<file path="config.mk">
export PLATFORM = sky130hd
export DESIGN_NAME = dram_port_arbiter
export DESIGN_NICKNAME = d
export VERILOG_FILES = /design/src/rtl/dram_port_arbiter.sv
export SDC_FILE = /design/constraint.sdc
export NUM_CORES = 1
export LEC_CHECK = 0
export CORE_AREA = 2 2 117 119
export DETAILED_ROUTE_END_ITERATION = 8
export DIE_AREA = 0 0 119 121
export GPL_TIMING_DRIVEN = 1
export MAX_ROUTING_LAYER = met4
export SLEW_MARGIN = 30
export SYNTH_ARGS = -nofsm -noshare
export SYNTH_HDL_FRONTEND = slang
export SYNTH_SLANG_ARGS = --single-unit
</file>
<file path="constraint.sdc">
create_clock -name clock -period 1.8 [get_ports clock]
set_input_delay 0.18 -clock clock [delete_from_list [all_inputs] [get_ports clock]]
set_output_delay 0.18 -clock clock [all_outputs]
set_load 0.005 [all_outputs]
</file>
<file path="src/rtl/dram_port_arbiter.sv">
// -----------------------------------------------------------------------------
// dram_port_arbiter
//
// Purpose:
//   Arbitrates between NUM_RD_PORTS cache read-refill masters and a single
//   write-back master for the one dram_ctrl_sim port. A master is granted
//   for a whole burst of BLOCK_SIZE words, and the per-word valid strobes from
//   the controller are steered only to the current owner. Grant, state and
//   dram_*_req are registered and are decided only in IDLE, so every burst
//   is followed by at least one IDLE cycle.
//
// Configuration:
//   DRAM_ARB_RR_EN  defined   : read ports are served round-robin. The search
//                               starts at pointer+1, and the pointer takes the
//                               index of the winner when the grant is made.
//                   undefined : fixed priority, lowest read-port index wins.
//   WR_PRIORITY (parameter)   : 1 = write wins over pending reads in IDLE,
//                               0 = write is serviced only when no read pends.
//
// Ports:
//   clock, rst                  rising-edge clock; asynchronous active-high reset
//   rd_req/rd_addr              per-port burst read requests and base addresses
//   rd_gnt/rd_val/rd_data       owner grant, routed word strobe, broadcast data
//   wr_req/wr_addr/wr_data      write-back burst request, base address, word
//   wr_gnt/wr_val               write owner grant and routed word strobe
//   dram_rd_req/dram_rd_addr    read request/address towards the controller
//   dram_rd_data/dram_rd_val    read data and per-word strobe from controller
//   dram_wr_req/dram_wr_addr/
//   dram_wr_data                write request/address/data towards controller
//   dram_wr_val                 per-word write strobe from controller
//   busy                        a burst is in progress (state != IDLE)
// -----------------------------------------------------------------------------
module dram_port_arbiter #(
  parameter int NUM_RD_PORTS = 2,
  parameter int BLOCK_SIZE   = 8,
  parameter int ADDR_W       = 32,
  parameter int DATA_W       = 32,
  parameter int WR_PRIORITY  = 1
) (
  input  logic                         clock,
  input  logic                         rst,
  input  logic [NUM_RD_PORTS-1:0]      rd_req,
  input  logic [NUM_RD_PORTS*ADDR_W-1:0] rd_addr,
  output logic [NUM_RD_PORTS-1:0]      rd_gnt,
  output logic [NUM_RD_PORTS-1:0]      rd_val,
  output logic [DATA_W-1:0]            rd_data,
  input  logic                         wr_req,
  input  logic [ADDR_W-1:0]            wr_addr,
  input  logic [DATA_W-1:0]            wr_data,
  output logic                         wr_gnt,
  output logic                         wr_val,
  output logic                         dram_rd_req,
  output logic [ADDR_W-1:0]            dram_rd_addr,
  input  logic [DATA_W-1:0]            dram_rd_data,
  input  logic                         dram_rd_val,
  output logic                         dram_wr_req,
  output logic [ADDR_W-1:0]            dram_wr_addr,
  output logic [DATA_W-1:0]            dram_wr_data,
  input  logic                         dram_wr_val,
  output logic                         busy
);

  localparam int CNT_W = (BLOCK_SIZE > 1) ? $clog2(BLOCK_SIZE) : 1;
  localparam logic [CNT_W-1:0] LAST_WORD = CNT_W'(BLOCK_SIZE - 1);

  typedef enum logic [1:0] {
    IDLE     = 2'd0,
    RD_BURST = 2'd1,
    WR_BURST = 2'd2
  } state_t;

  state_t                  state_q, state_d;
  logic [CNT_W-1:0]        cnt_q, cnt_d;
  logic [NUM_RD_PORTS-1:0] rd_gnt_q, rd_gnt_d;
  logic                    wr_gnt_q, wr_gnt_d;
  logic                    dram_rd_req_q, dram_rd_req_d;
  logic                    dram_wr_req_q, dram_wr_req_d;

  logic [NUM_RD_PORTS-1:0] rd_win;    // one-hot read winner for this IDLE cycle
  logic                    rd_found;
  logic                    any_rd;
  logic                    take_wr;

  assign any_rd = |rd_req;

`ifdef DRAM_ARB_RR_EN
  localparam int PTR_W = (NUM_RD_PORTS > 1) ? $clog2(NUM_RD_PORTS) : 1;

  logic [PTR_W-1:0] rr_ptr_q, rr_ptr_d;
  logic [PTR_W-1:0] rd_win_idx;
  logic [PTR_W-1:0] rr_cand;

  // Walk the ports starting just after the last winner; the last candidate
  // visited is the previous winner itself, so a lone requester always wins.
  always_comb begin
    rd_win     = '0;
    rd_found   = 1'b0;
    rd_win_idx = '0;
    rr_cand    = '0;
    for (int i = 1; i <= NUM_RD_PORTS; i++) begin
      rr_cand = PTR_W'((int'(rr_ptr_q) + i) % NUM_RD_PORTS);
      if (!rd_found && rd_req[rr_cand]) begin
        rd_found        = 1'b1;
        rd_win[rr_cand] = 1'b1;
        rd_win_idx      = rr_cand;
      end
    end
  end
`else
  always_comb begin
    rd_win   = '0;
    rd_found = 1'b0;
    for (int i = 0; i < NUM_RD_PORTS; i++) begin
      if (!rd_found && rd_req[i]) begin
        rd_found  = 1'b1;
        rd_win[i] = 1'b1;
      end
    end
  end
`endif

  // Next-state logic. Any exit from a burst (completion or abort) clears the
  // word counter and the grants in the same step.
  always_comb begin
    state_d  = state_q;
    cnt_d    = cnt_q;
    rd_gnt_d = rd_gnt_q;
    wr_gnt_d = wr_gnt_q;
    take_wr  = 1'b0;
`ifdef DRAM_ARB_RR_EN
    rr_ptr_d = rr_ptr_q;
`endif
    case (state_q)
      IDLE: begin
        cnt_d   = '0;
        take_wr = wr_req && ((WR_PRIORITY != 0) || !any_rd);
        if (take_wr) begin
          state_d  = WR_BURST;
          wr_gnt_d = 1'b1;
        end else if (any_rd) begin
          state_d  = RD_BURST;
          rd_gnt_d = rd_win;
`ifdef DRAM_ARB_RR_EN
          rr_ptr_d = rd_win_idx;
`endif
        end
      end
      RD_BURST: begin
        // Owner withdrew its request: abort, words already delivered stand.
        if ((rd_req & rd_gnt_q) == '0) begin
          state_d  = IDLE;
          cnt_d    = '0;
          rd_gnt_d = '0;
        end else if (dram_rd_val) begin
          if (cnt_q == LAST_WORD) begin
            state_d  = IDLE;
            cnt_d    = '0;
            rd_gnt_d = '0;
          end else begin
            cnt_d = cnt_q + CNT_W'(1);
          end
        end
      end
      WR_BURST: begin
        if (!wr_req) begin
          state_d  = IDLE;
          cnt_d    = '0;
          wr_gnt_d = 1'b0;
        end else if (dram_wr_val) begin
          if (cnt_q == LAST_WORD) begin
            state_d  = IDLE;
            cnt_d    = '0;
            wr_gnt_d = 1'b0;
          end else begin
            cnt_d = cnt_q + CNT_W'(1);
          end
        end
      end
      default: begin
        state_d  = IDLE;
        cnt_d    = '0;
        rd_gnt_d = '0;
        wr_gnt_d = 1'b0;
      end
    endcase
    dram_rd_req_d = (state_d == RD_BURST);
    dram_wr_req_d = (state_d == WR_BURST);
  end

  always_ff @(posedge clock or posedge rst) begin
    if (rst) begin
      state_q       <= IDLE;
      cnt_q         <= '0;
      rd_gnt_q      <= '0;
      wr_gnt_q      <= 1'b0;
      dram_rd_req_q <= 1'b0;
      dram_wr_req_q <= 1'b0;
    end else begin
      state_q       <= state_d;
      cnt_q         <= cnt_d;
      rd_gnt_q      <= rd_gnt_d;
      wr_gnt_q      <= wr_gnt_d;
      dram_rd_req_q <= dram_rd_req_d;
      dram_wr_req_q <= dram_wr_req_d;
    end
  end

`ifdef DRAM_ARB_RR_EN
  // Starting at the top index makes port 0 the first round-robin winner.
  always_ff @(posedge clock or posedge rst) begin
    if (rst) begin
      rr_ptr_q <= PTR_W'(NUM_RD_PORTS - 1);
    end else begin
      rr_ptr_q <= rr_ptr_d;
    end
  end
`endif

  // Address mux follows the registered grant; all-zero when nobody owns DRAM.
  always_comb begin
    dram_rd_addr = '0;
    for (int k = 0; k < NUM_RD_PORTS; k++) begin
      if (rd_gnt_q[k]) begin
        dram_rd_addr = dram_rd_addr | rd_addr[k*ADDR_W +: ADDR_W];
      end
    end
  end

  assign dram_wr_addr = wr_gnt_q ? wr_addr : '0;
  assign dram_wr_data = wr_gnt_q ? wr_data : '0;

  // Strobes outside the matching burst state are strays and never routed.
  assign rd_val  = {NUM_RD_PORTS{dram_rd_val && (state_q == RD_BURST)}} & rd_gnt_q;
  assign wr_val  = dram_wr_val && wr_gnt_q && (state_q == WR_BURST);
  assign rd_data = dram_rd_data;

  assign rd_gnt      = rd_gnt_q;
  assign wr_gnt      = wr_gnt_q;
  assign dram_rd_req = dram_rd_req_q;
  assign dram_wr_req = dram_wr_req_q;
  assign busy        = (state_q != IDLE);

endmodule

</file>
==> flow_metrics.tcl <==
set metrics [dict create \
    status "complete, no violations" \
    synth_cell_type_count 29 \
    powerDensity_mw_per_mm2 1070 \
    final.min_clock_period_ps 1740 \
    finalSetupViolCount 0 \
    path_cells "clkbuf_16 > a22o_1 > clkdlybuf4s50_1" \
    hp-class "in2async" \
    cap_violations 0 \
    n_antenna_cell 0 \
    cts.clk_slew.worst_paths_ps 40 \
    rsz0062_at_grt "no" \
    drc 0 \
    syn_inst 201 \
    syn-mean-instance-area_um2 7.94 \
    mappedNetlistArea_mm2 0.00160 \
    timing.final.crit_share 0.965 \
    drive_gt1_frac 0.0640 \
    cts.root.buffer_cell "clkbuf_16" \
    cts_hold_buf 0 \
    io_buffers 239 \
    synth_seq_cells 10 \
    grt_pass1_wl_um 12400 \
    vdd_drop_max_mv 0.406 \
    grt_use_total 0.112 \
    worstPathRequired_ps 1620 \
    drtPass1Iterations 4 \
    htreeDepth 1 \
    core-area_mm2 0.0131 \
    final_nets 580 \
    skew_ps 1.70 \
    crit_fanout 17 \
    numCtsBuffers 3 \
    wirelength_um 8790 \
    cts_buffer_depth 2 \
    worstRegToRegCells 6 \
    wire_per_inst_um 15.1 \
    vias 2247 \
    critPathKind "reg2out" \
    syn_nets 374 \
    drv_slew 0 \
    rrSetupSlack_ps 120 \
    die_area_mm2 0.0144 \
    crit_arrival_ps 1560 \
    critPathLaunchType "flip-flop" \
    io_pins 304 \
    clock_sinks 10 \
    initial_core_util 0.122 \
    dieWidth_um 119 \
    ant_nets 0 \
    slowest_stage "dfrtp_2" \
    finish.utilization 0.317 \
    grt_pass1_vias 2329 \
    slew_headroom 0.728 \
    p_leak_nw 1.66 \
    tightest_slew_ps 407 \
    yosysSeqAreaShare 0.157 \
    yosys_warnings 0 \
    num-fill-cells 1357 \
    clk-insertion-delay-late_ps 240 \
    drt_iter0_drc 70 \
    die_h_um 121 \
    antenna_found_initial 0 \
    crit_path_end_kind "primary output" \
    tns_ps 0 \
    rows 42 \
    grt-ovfl-total 0 \
    area_delta_synth_final_pct 160 \
    critPathMaxStageDelay_ps 450 \
    power_mw 4.46 \
    grt_start_max_net_pins 66 \
    hpwl_um 6970 \
    fmax_ghz 0.576 \
    cts_tree "done" \
    hold_viol 0 \
    viasPerCell 3.86 \
    routabilityCongestion 0.793 \
]
-- worst paths after layout --
kind,startpoint,endpoint
worst max-delay path,rd_gnt[0],dram_rd_addr[30]
worst min-delay path,rst,dram_wr_req
worst max register to register,cnt_q[0],rd_gnt[1]
worst min register to register,cnt_q[2],cnt_q[2]
max in group asynchronous,rst,wr_gnt
min in group clock,dram_rd_data[0],rd_data[0]
-- metal layers --
layer,track usage,up-vias,routed length [µm]
met5,-,-,0
met4,0.0357,0,161
met3,0.0338,22,724
met2,0.216,120,4840
met1,0.106,1042,3060
li1,-,1063,-
-- cell usage in the layout (no fill, tap or decap), drive strengths merged, types with 2 or more instances in the layout --
master,count
clkdlybuf4s50,235
and2,65
a22o,34
dfrtp,10
inv,7
buf,7
clkbuf,6
ha,6
nand2,5
and3,5
mux2,4
nor2,3
dlygate4sd2,3
a31oi,2
-- synthesized netlist by cell type (all sizes together) --
master	n	area (µm²)
o22ai	1	6.26
nor4bb	1	10.0
nand3	1	5.00
nand2	5	18.8
ha	6	75.1
a21oi	1	5.00
and2	65	407
o21a	1	7.51
o21bai	1	7.51
a211o	1	8.76
mux2	4	45.0
nand2b	1	6.26
mux2i	1	10.0
dfrtp	10	250
a31oi	2	12.5
inv	7	26.3
a311oi	1	15.0
a22o	34	307
a32oi	1	8.76
nor2	3	11.3
clkbuf	13	48.8
buf	34	256
and3	5	31.3
a21o	1	7.51
and2b	1	8.76
-- flip-flops by register name, indices dropped and copies added, names as in the netlist --
name,count
cnt_q,3
rd_gnt,2
state_q,2
dram_rd_req,1
dram_wr_req,1
wr_gnt,1
-- cells by family (layout without fill, tap and decap cells) --
logic type / count (synthesis) / count (layout) / synth area share
AO/OA/AOI/OAI: 44 / 44 / 0.242
adder cells (fa/ha/maj): 6 / 6 / 0.0471
buffers and inverters: 54 / 259 / 0.208
flip-flops: 10 / 10 / 0.157
multiplexers: 5 / 5 / 0.0345
AND/OR/NAND/NOR: 82 / 82 / 0.312
-- where the power goes --
group	switching, mW	total [mW]	internal, mW	leakage [nW]
logic	1.27	3.61	2.34	1.49
clock network	0.111	0.446	0.335	0.0442
registers	0.102	0.405	0.303	0.130
total	1.48	4.46	2.98	1.66
-- repair_timing --
item | in CTS | in global routing
gates resized for setup | 9 | 4
cloned | 0 | 2
setup buffers | 1 | 0
setup endpoints to repair | 3 | 79
-- cell type report --
class	count	area [µm²]	share of cell area
multi-input combinational	137	1030	0.248
clock buffer	4	88.8	0.0214
tap	176	220	0.0530
sequential	10	253	0.0608
inverter	7	26.3	0.00633
timing repair buffer	248	2530	0.610
-- critical path, delay by kind of cell, from the launching register on --
| kind | cells | cell delay (ps) |
|---|---|---|
| AO/OA/AOI/OAI | 1 | 210 |
| buffers and inverters | 2 | 650 |
| flip-flops | 1 | 450 |
-- metrics by stage --
stage                     std cells  hold WS (ps)  worst slack [ps]  area (µm²)
after floorplan                 201          20.2               223        1600
after detailed placement        575           360              5.21        3990
final                           582           246              63.5        4150
after CTS                       580           274             0.603        4100
after global routing            582           322              2.50        4150
after global placement          575           360              36.8        3990
No activity file was read; power rests on OpenSTA's default activity.
